`config.mk`:
```
export PLATFORM = sky130hd
export DESIGN_NAME = alu_core
export DESIGN_NICKNAME = d
export VERILOG_FILES = /design/src/rtl/alu_pkg.sv /design/src/rtl/alu_lzc.sv /design/src/rtl/alu_core.sv
export SDC_FILE = /design/constraint.sdc
export NUM_CORES = 1
export LEC_CHECK = 0
export ABC_AREA = 1
export CORE_ASPECT_RATIO = 0.7
export CORE_MARGIN = 4
export CORE_UTILIZATION = 50
export CTS_BUF_LIST = sky130_fd_sc_hd__clkbuf_8
export DETAILED_ROUTE_END_ITERATION = 10
export PLACE_DENSITY = 0.82
export SYNTH_ARGS = -nofsm -noshare
export SYNTH_HDL_FRONTEND = slang
export SYNTH_HIERARCHICAL = 1
export SYNTH_SLANG_ARGS = --single-unit
```
`constraint.sdc`:
```
create_clock -name clk -period 4.1 [get_ports clk]
set_input_delay 1.025 -clock clk [delete_from_list [all_inputs] [get_ports clk]]
set_output_delay 1.025 -clock clk [all_outputs]
set_load 0.03 [all_outputs]
```
`src/rtl/alu_pkg.sv`:
```
// Shared ALU package: widths, opcode encoding and shift-amount helper.
// Imported by alu_core and alu_lzc.
package alu_pkg;

  localparam int DATA_W  = 32;
  localparam int ALUOP_W = 4;

  localparam logic [ALUOP_W-1:0] OP_ADDU = 4'd0;
  localparam logic [ALUOP_W-1:0] OP_ADD  = 4'd1;
  localparam logic [ALUOP_W-1:0] OP_SUBU = 4'd2;
  localparam logic [ALUOP_W-1:0] OP_SUB  = 4'd3;
  localparam logic [ALUOP_W-1:0] OP_AND  = 4'd4;
  localparam logic [ALUOP_W-1:0] OP_OR   = 4'd5;
  localparam logic [ALUOP_W-1:0] OP_XOR  = 4'd6;
  localparam logic [ALUOP_W-1:0] OP_NOR  = 4'd7;
  localparam logic [ALUOP_W-1:0] OP_SLT  = 4'd8;
  localparam logic [ALUOP_W-1:0] OP_SLTU = 4'd9;
  localparam logic [ALUOP_W-1:0] OP_SLL  = 4'd10;
  localparam logic [ALUOP_W-1:0] OP_SRL  = 4'd11;
  localparam logic [ALUOP_W-1:0] OP_SRA  = 4'd12;
  localparam logic [ALUOP_W-1:0] OP_LUI  = 4'd13;
  localparam logic [ALUOP_W-1:0] OP_CLZ  = 4'd14;
  localparam logic [ALUOP_W-1:0] OP_CLO  = 4'd15;

  function automatic int shamt_w();
    return $clog2(DATA_W);
  endfunction

  localparam int SHAMT_W = shamt_w();
  localparam int CNT_W   = SHAMT_W + 1;

endpackage

```
`src/rtl/alu_lzc.sv`:
```
// Leading-zero counter: returns 0..32 for a 32-bit word.
// Only instantiated when ALU_CLZ_EN is defined.
module alu_lzc
  import alu_pkg::*;
(
  input  logic [DATA_W-1:0] din,
  output logic [CNT_W-1:0]  cnt
);

  // Scan from LSB up so the highest set bit wins.
  always_comb begin
    cnt = CNT_W'(DATA_W);
    for (int i = 0; i < DATA_W; i++) begin
      if (din[i]) cnt = CNT_W'(DATA_W - 1 - i);
    end
  end

endmodule

```
`src/rtl/alu_core.sv`:
```
// 32-bit EXE-stage ALU with sticky signed-overflow flag.
// Define ALU_CLZ_EN to enable the CLZ/CLO opcodes.
module alu_core
  import alu_pkg::*;
(
  input  logic               clk,
  input  logic               rst,
  input  logic [DATA_W-1:0]  scr0,
  input  logic [DATA_W-1:0]  scr1,
  input  logic [ALUOP_W-1:0] aluop,
  output logic [DATA_W-1:0]  aluso,
  output logic               overflow,
  output logic               ovf_sticky
);

  logic [DATA_W-1:0]  sum;
  logic [DATA_W-1:0]  diff;
  logic [SHAMT_W-1:0] sh;
  logic               add_ovf;
  logic               sub_ovf;
  logic               lt_s;
  logic               lt_u;

  assign sum  = scr0 + scr1;
  assign diff = scr0 - scr1;
  assign sh   = scr0[SHAMT_W-1:0];
  assign lt_s = $signed(scr0) < $signed(scr1);
  assign lt_u = scr0 < scr1;

  assign add_ovf = (scr0[DATA_W-1] == scr1[DATA_W-1])
                 & (sum[DATA_W-1] != scr0[DATA_W-1]);
  assign sub_ovf = (scr0[DATA_W-1] != scr1[DATA_W-1])
                 & (diff[DATA_W-1] != scr0[DATA_W-1]);

`ifdef ALU_CLZ_EN
  logic [CNT_W-1:0] clz;
  logic [CNT_W-1:0] clo;

  alu_lzc u_clz (.din(scr0),  .cnt(clz));
  alu_lzc u_clo (.din(~scr0), .cnt(clo));
`endif

  always_comb begin
    aluso    = '0;
    overflow = 1'b0;
    case (aluop)
      OP_ADDU: aluso = sum;
      OP_ADD: begin
        aluso    = sum;
        overflow = add_ovf;
      end
      OP_SUBU: aluso = diff;
      OP_SUB: begin
        aluso    = diff;
        overflow = sub_ovf;
      end
      OP_AND:  aluso = scr0 & scr1;
      OP_OR:   aluso = scr0 | scr1;
      OP_XOR:  aluso = scr0 ^ scr1;
      OP_NOR:  aluso = ~(scr0 | scr1);
      OP_SLT:  aluso = {{(DATA_W-1){1'b0}}, lt_s};
      OP_SLTU: aluso = {{(DATA_W-1){1'b0}}, lt_u};
      OP_SLL:  aluso = scr1 << sh;
      OP_SRL:  aluso = scr1 >> sh;
      OP_SRA:  aluso = $signed(scr1) >>> sh;
      OP_LUI:  aluso = {scr1[15:0], 16'h0000};
`ifdef ALU_CLZ_EN
      OP_CLZ:  aluso = {{(DATA_W-CNT_W){1'b0}}, clz};
      OP_CLO:  aluso = {{(DATA_W-CNT_W){1'b0}}, clo};
`endif
      default: aluso = '0;
    endcase
  end

  always_ff @(posedge clk) begin
    if (rst)           ovf_sticky <= 1'b0;
    else if (overflow) ovf_sticky <= 1'b1;
  end

endmodule

```
==> results.json, run 1 <==
{
  "globalplace.congestion": 1.33,
  "port_buffers": 103,
  "synthCells": 2058,
  "grt_start_max_net_pins": 69,
  "num_rows": 43,
  "status": "did not finish",
  "stop_stage": "global routing (5_1_grt)",
  "synth_seq_cells": 1,
  "synth_edf_count": 0,
  "async_reset_ff_share_pct": 0,
  "synth_flop_cell": "dfxtp_1",
  "yosysMostFrequentCell": "nand2_1",
  "yosysSeqAreaShare_pct": 0.196,
  "synth_top_area_share_pct": 26.4,
  "ys_top_cells_by_area": "nand2_1 (26%), nand3_1 (12%), ha_1 (12%)",
  "die_x_um": 179,
  "start_util_pct": 51.2,
  "die_y_um": 128,
  "syn_avg_cell_area_um2": 4.96,
  "synth_cell_types": 57,
  "grt_pass1_wl_mm": 121,
  "grt_usage_pct": 68.9,
  "synthTopCellsByCount": "nand2_1 (718), nand3_1 (251), inv_1 (242)",
  "post-place-ws_ns": -0.603,
  "firstError": "[ERROR GRT-0116] Global routing finished with congestion. Check the congestion regions in the DRC Viewer.",
  "hpwl_mm": 47.0,
  "placed_cells": 2794,
  "netlist_area_um2": 10200,
  "yosysTopAreaCell": "nand2_1",
  "first_global_vias": 21200,
  "ios": 104,
  "ys_warn_count": 6,
  "grt.overflow.total": 2,
  "syn-num-nets": 2227,
  "hold_buffers": 0,
  "placed_area_um2": 14600
}
## what timing repair did
action	in CTS
pin swaps	138
setup endpoints to repair	33
resized for setup	512
buffers inserted	36
## cell families after synthesis
logic type      share of synthesized area (%)
compound gates                           20.3
xor+xnor                                0.257
fa+ha+maj                                12.3
buf+inv                                  15.1
flops                                   0.196
mux                                     0.686
simple gates                             51.3
## layer usage
metal | global-route usage [%] | GRT overflow
met1 | 68.7 | 0
met2 | 79.6 | 1
met3 | 62.0 | 0
met4 | 64.8 | 1
met5 | 35.1 | 0
## stage by stage
step	TNS (ns)	hold WS, ns
2_1_floorplan	0	0.658
3_3_place_gp	-12.46	0.523
3_5_place_dp	-15.13	0.578
4_1_cts	-0.00585	0.583
==> run 2, diff against run 1 <==
CORE_ASPECT_RATIO = default   (was 0.7)
CORE_UTILIZATION = 35   (was 50)
CTS_BUF_LIST = default   (was sky130_fd_sc_hd__clkbuf_8)
PLACE_DENSITY = default   (was 0.82)
PLACE_DENSITY_LB_ADDON = 0.15   (was default)
clock period = 5.3 ns   (was 4.1 ns; I/O delays follow)
==> run 2 against run 1 <==
The flow now finishes without violations. Area after synthesis stayed put. Synthesized cell count did not move.
==> results.json, run 2 <==
{
  "status": "complete, no violations",
  "post-place-ws_ns": -0.0876,
  "synth_seq_cells": 1,
  "rsz0062_at_grt": "true",
  "final_nets": 2542,
  "synthTopCellsByCount": "nand2_1 (718), nand3_1 (251), inv_1 (242)",
  "drive_gt1_share_pct": 19.6,
  "ys_warn_count": 6,
  "drt_wl_total_mm": 61.5,
  "internal_power_uw": 663,
  "synth_mux_area_share_pct": 0.686,
  "first_global_vias": 14000,
  "synth_top_area_share_pct": 26.4,
  "via_count": 15400,
  "ant_nets": 0,
  "mostFrequentLayoutCells": "nand2_1 (711), buf_4 (308), nand3_1 (243)",
  "die_x_um": 179,
  "skew_ns": 0,
  "fin_tns_setup_ns": 0,
  "reg2reg_depth": 4,
  "via_per_inst": 5.57,
  "synth_xor_area_share_pct": 0.257,
  "route.detailed.drc": 0,
  "placed_area_um2": 13800,
  "port_buffers": 103,
  "crit_type": "in -> out",
  "maxSlewViolCount": 0,
  "ir_worst_vdd_mv": 0.0692,
  "fin_cells": 2756,
  "globalplace.congestion": 1.06,
  "hold_path_class": "reg -> reg",
  "max_freq_ghz": 0.191,
  "grt.overflow.total": 0,
  "critPathCaptureType": "output pin",
  "synth_top_family_by_area": "simple AND/OR/NAND/NOR gates",
  "period_share_pct": 99.0,
  "p_leak_nw": 7.55,
  "firstDrtPassIters": 7,
  "synth-simple-area-share_pct": 51.3,
  "p_switching_mw": 1.01,
  "finalHoldViolCount": 0,
  "final_area_um2": 14000,
  "grt_pass1_wl_mm": 88.2,
  "largest_reg_flops": 1,
  "layout_commonest_cell": "nand2_1",
  "fin_crit_ns": 5.25,
  "yosysTopAreaCell": "nand2_1",
  "worstMarginPinSlew_ns": 0.719,
  "maxSlewHeadroom_pct": 52.1,
  "ys_top_cells_by_area": "nand2_1 (26%), nand3_1 (12%), ha_1 (12%)",
  "switching_share_pct": 60.4,
  "yosysSeqAreaShare_pct": 0.196,
  "clk_pin_slew_worst_paths_ns": 0,
  "num_rows": 62,
  "maxCapViolations": 0,
  "die_y_um": 179,
  "min_path_cells": 4,
  "wire_per_inst_um": 22.3,
  "synth_fa_ha_area_share_pct": 12.3,
  "p_seq_share_pct": 0.5,
  "core-area_um2": 28800,
  "start_util_pct": 35.5,
  "drt_first_iter_violations": 2226,
  "pwr-share-comb_pct": 99.5,
  "syn-num-nets": 2227,
  "power_density_nw_per_um2": 119,
  "synth_flop_cell": "dfxtp_1",
  "synth_compound_area_share_pct": 20.3,
  "syn_avg_cell_area_um2": 4.96,
  "clkLatencyLatePin_ns": 0,
  "yosysMostFrequentCell": "nand2_1",
  "total_power_mw": 1.68,
  "cp_data_required_time_ns": 3.97,
  "path_max_fanout": 7,
  "grt_usage_pct": 36.9,
  "reg_top3": "ovf_sticky: 1 flops",
  "setup_ws_ns": 0.0529,
  "antenna_found_initial": 1,
  "regMostFlops": "ovf_sticky",
  "utilization_pct": 48.8,
  "synth_edf_count": 0,
  "die_area_um2": 32000,
  "hpwl_mm": 52.2,
  "placed_cells": 2754,
  "grt_start_max_net_pins": 65,
  "cp.arrival_ns": 3.92,
  "setup_viol": 0,
  "synthCells": 2058,
  "start_kind": "input port",
  "ios": 104,
  "async_reset_ff_share_pct": 0,
  "synth_cell_types": 57,
  "p_clk_share_pct": 0,
  "area_growth_pct": 37.5,
  "holdWs_ns": 0.535,
  "netlist_area_um2": 10200
}
run 2: path summary, 6_finish.rpt:
check,startpoint,to,slack [ns]
max,scr0[16],aluso[31],0.05
max reg2reg,ovf_sticky,ovf_sticky,4.70
min,ovf_sticky,ovf_sticky,0.54
min reg2reg,ovf_sticky,ovf_sticky,0.54
run 2: kinds of logic after synthesis:
kind of cell,count (synthesis)
AOI/OAI and AO/OA,351
DFF,1
muxes,7
and+or+nand+nor,1242
xor gates and xnor gates,3
buffers and inverters,355
adders and majority gates,99
run 2: power by group through the flow:
stage	clock network [mW]	logic [mW]	registers (mW)
after global routing	0	1.77	0.00810
final	0.0000000160	1.67	0.00809
after global placement	0	1.58	0.00808
after CTS	0	1.59	0.00809
after detailed placement	0	1.58	0.00808
after floorplan	0	0.791	0.00864
run 2: critical path, cell delays in order:
cell and delay, ns:
clkdlybuf4s50_1 0.57, inv_1 0.07, ha_2 0.43, nand2_1 0.17, nor2_1 0.13, buf_4 0.13
nand2_1 0.06, nor4_1 0.22, nand2_1 0.18, nand2_1 0.14, a21oi_1 0.07, o21ai_0 0.10
nand3_2 0.15, buf_12 0.17
run 2: metal layers:
metal | vias to the layer above | share of wire, % | global-route usage, %
met1 | 6938 | 43 | 52.8
met3 | 133 | 12 | 7.23
met2 | 945 | 41 | 54.9
li1 | 7346 | - | -
met4 | 2 | 4.4 | 12.8
met5 | - | 0.013 | 0
run 2: layout make-up:
cell class	count	area, um2
fillers	3217	14700
multi-input cells	1702	8900
repair buffers	411	3670
inverters	257	965
well taps	384	480
flip-flops and latches	1	20.0
diodes	1	2.50
run 2: timing repair:
action,CTS,global route
gates resized for setup,7,74
setup buffers,0,1
pin swaps,1,6
hold buffers,0,0
setup endpoints to repair,6,27
cloned,0,0
Power figures use the tool's default switching activity.
==> run 3, diff against run 2 <==
SYNTH_HIERARCHICAL = default   (was 1)
==> results of run 3 <==
No change in the layout: final DEF, timing and power equal those of run 2.
Among the figures that moved: Yosys warning count 6 -> 0
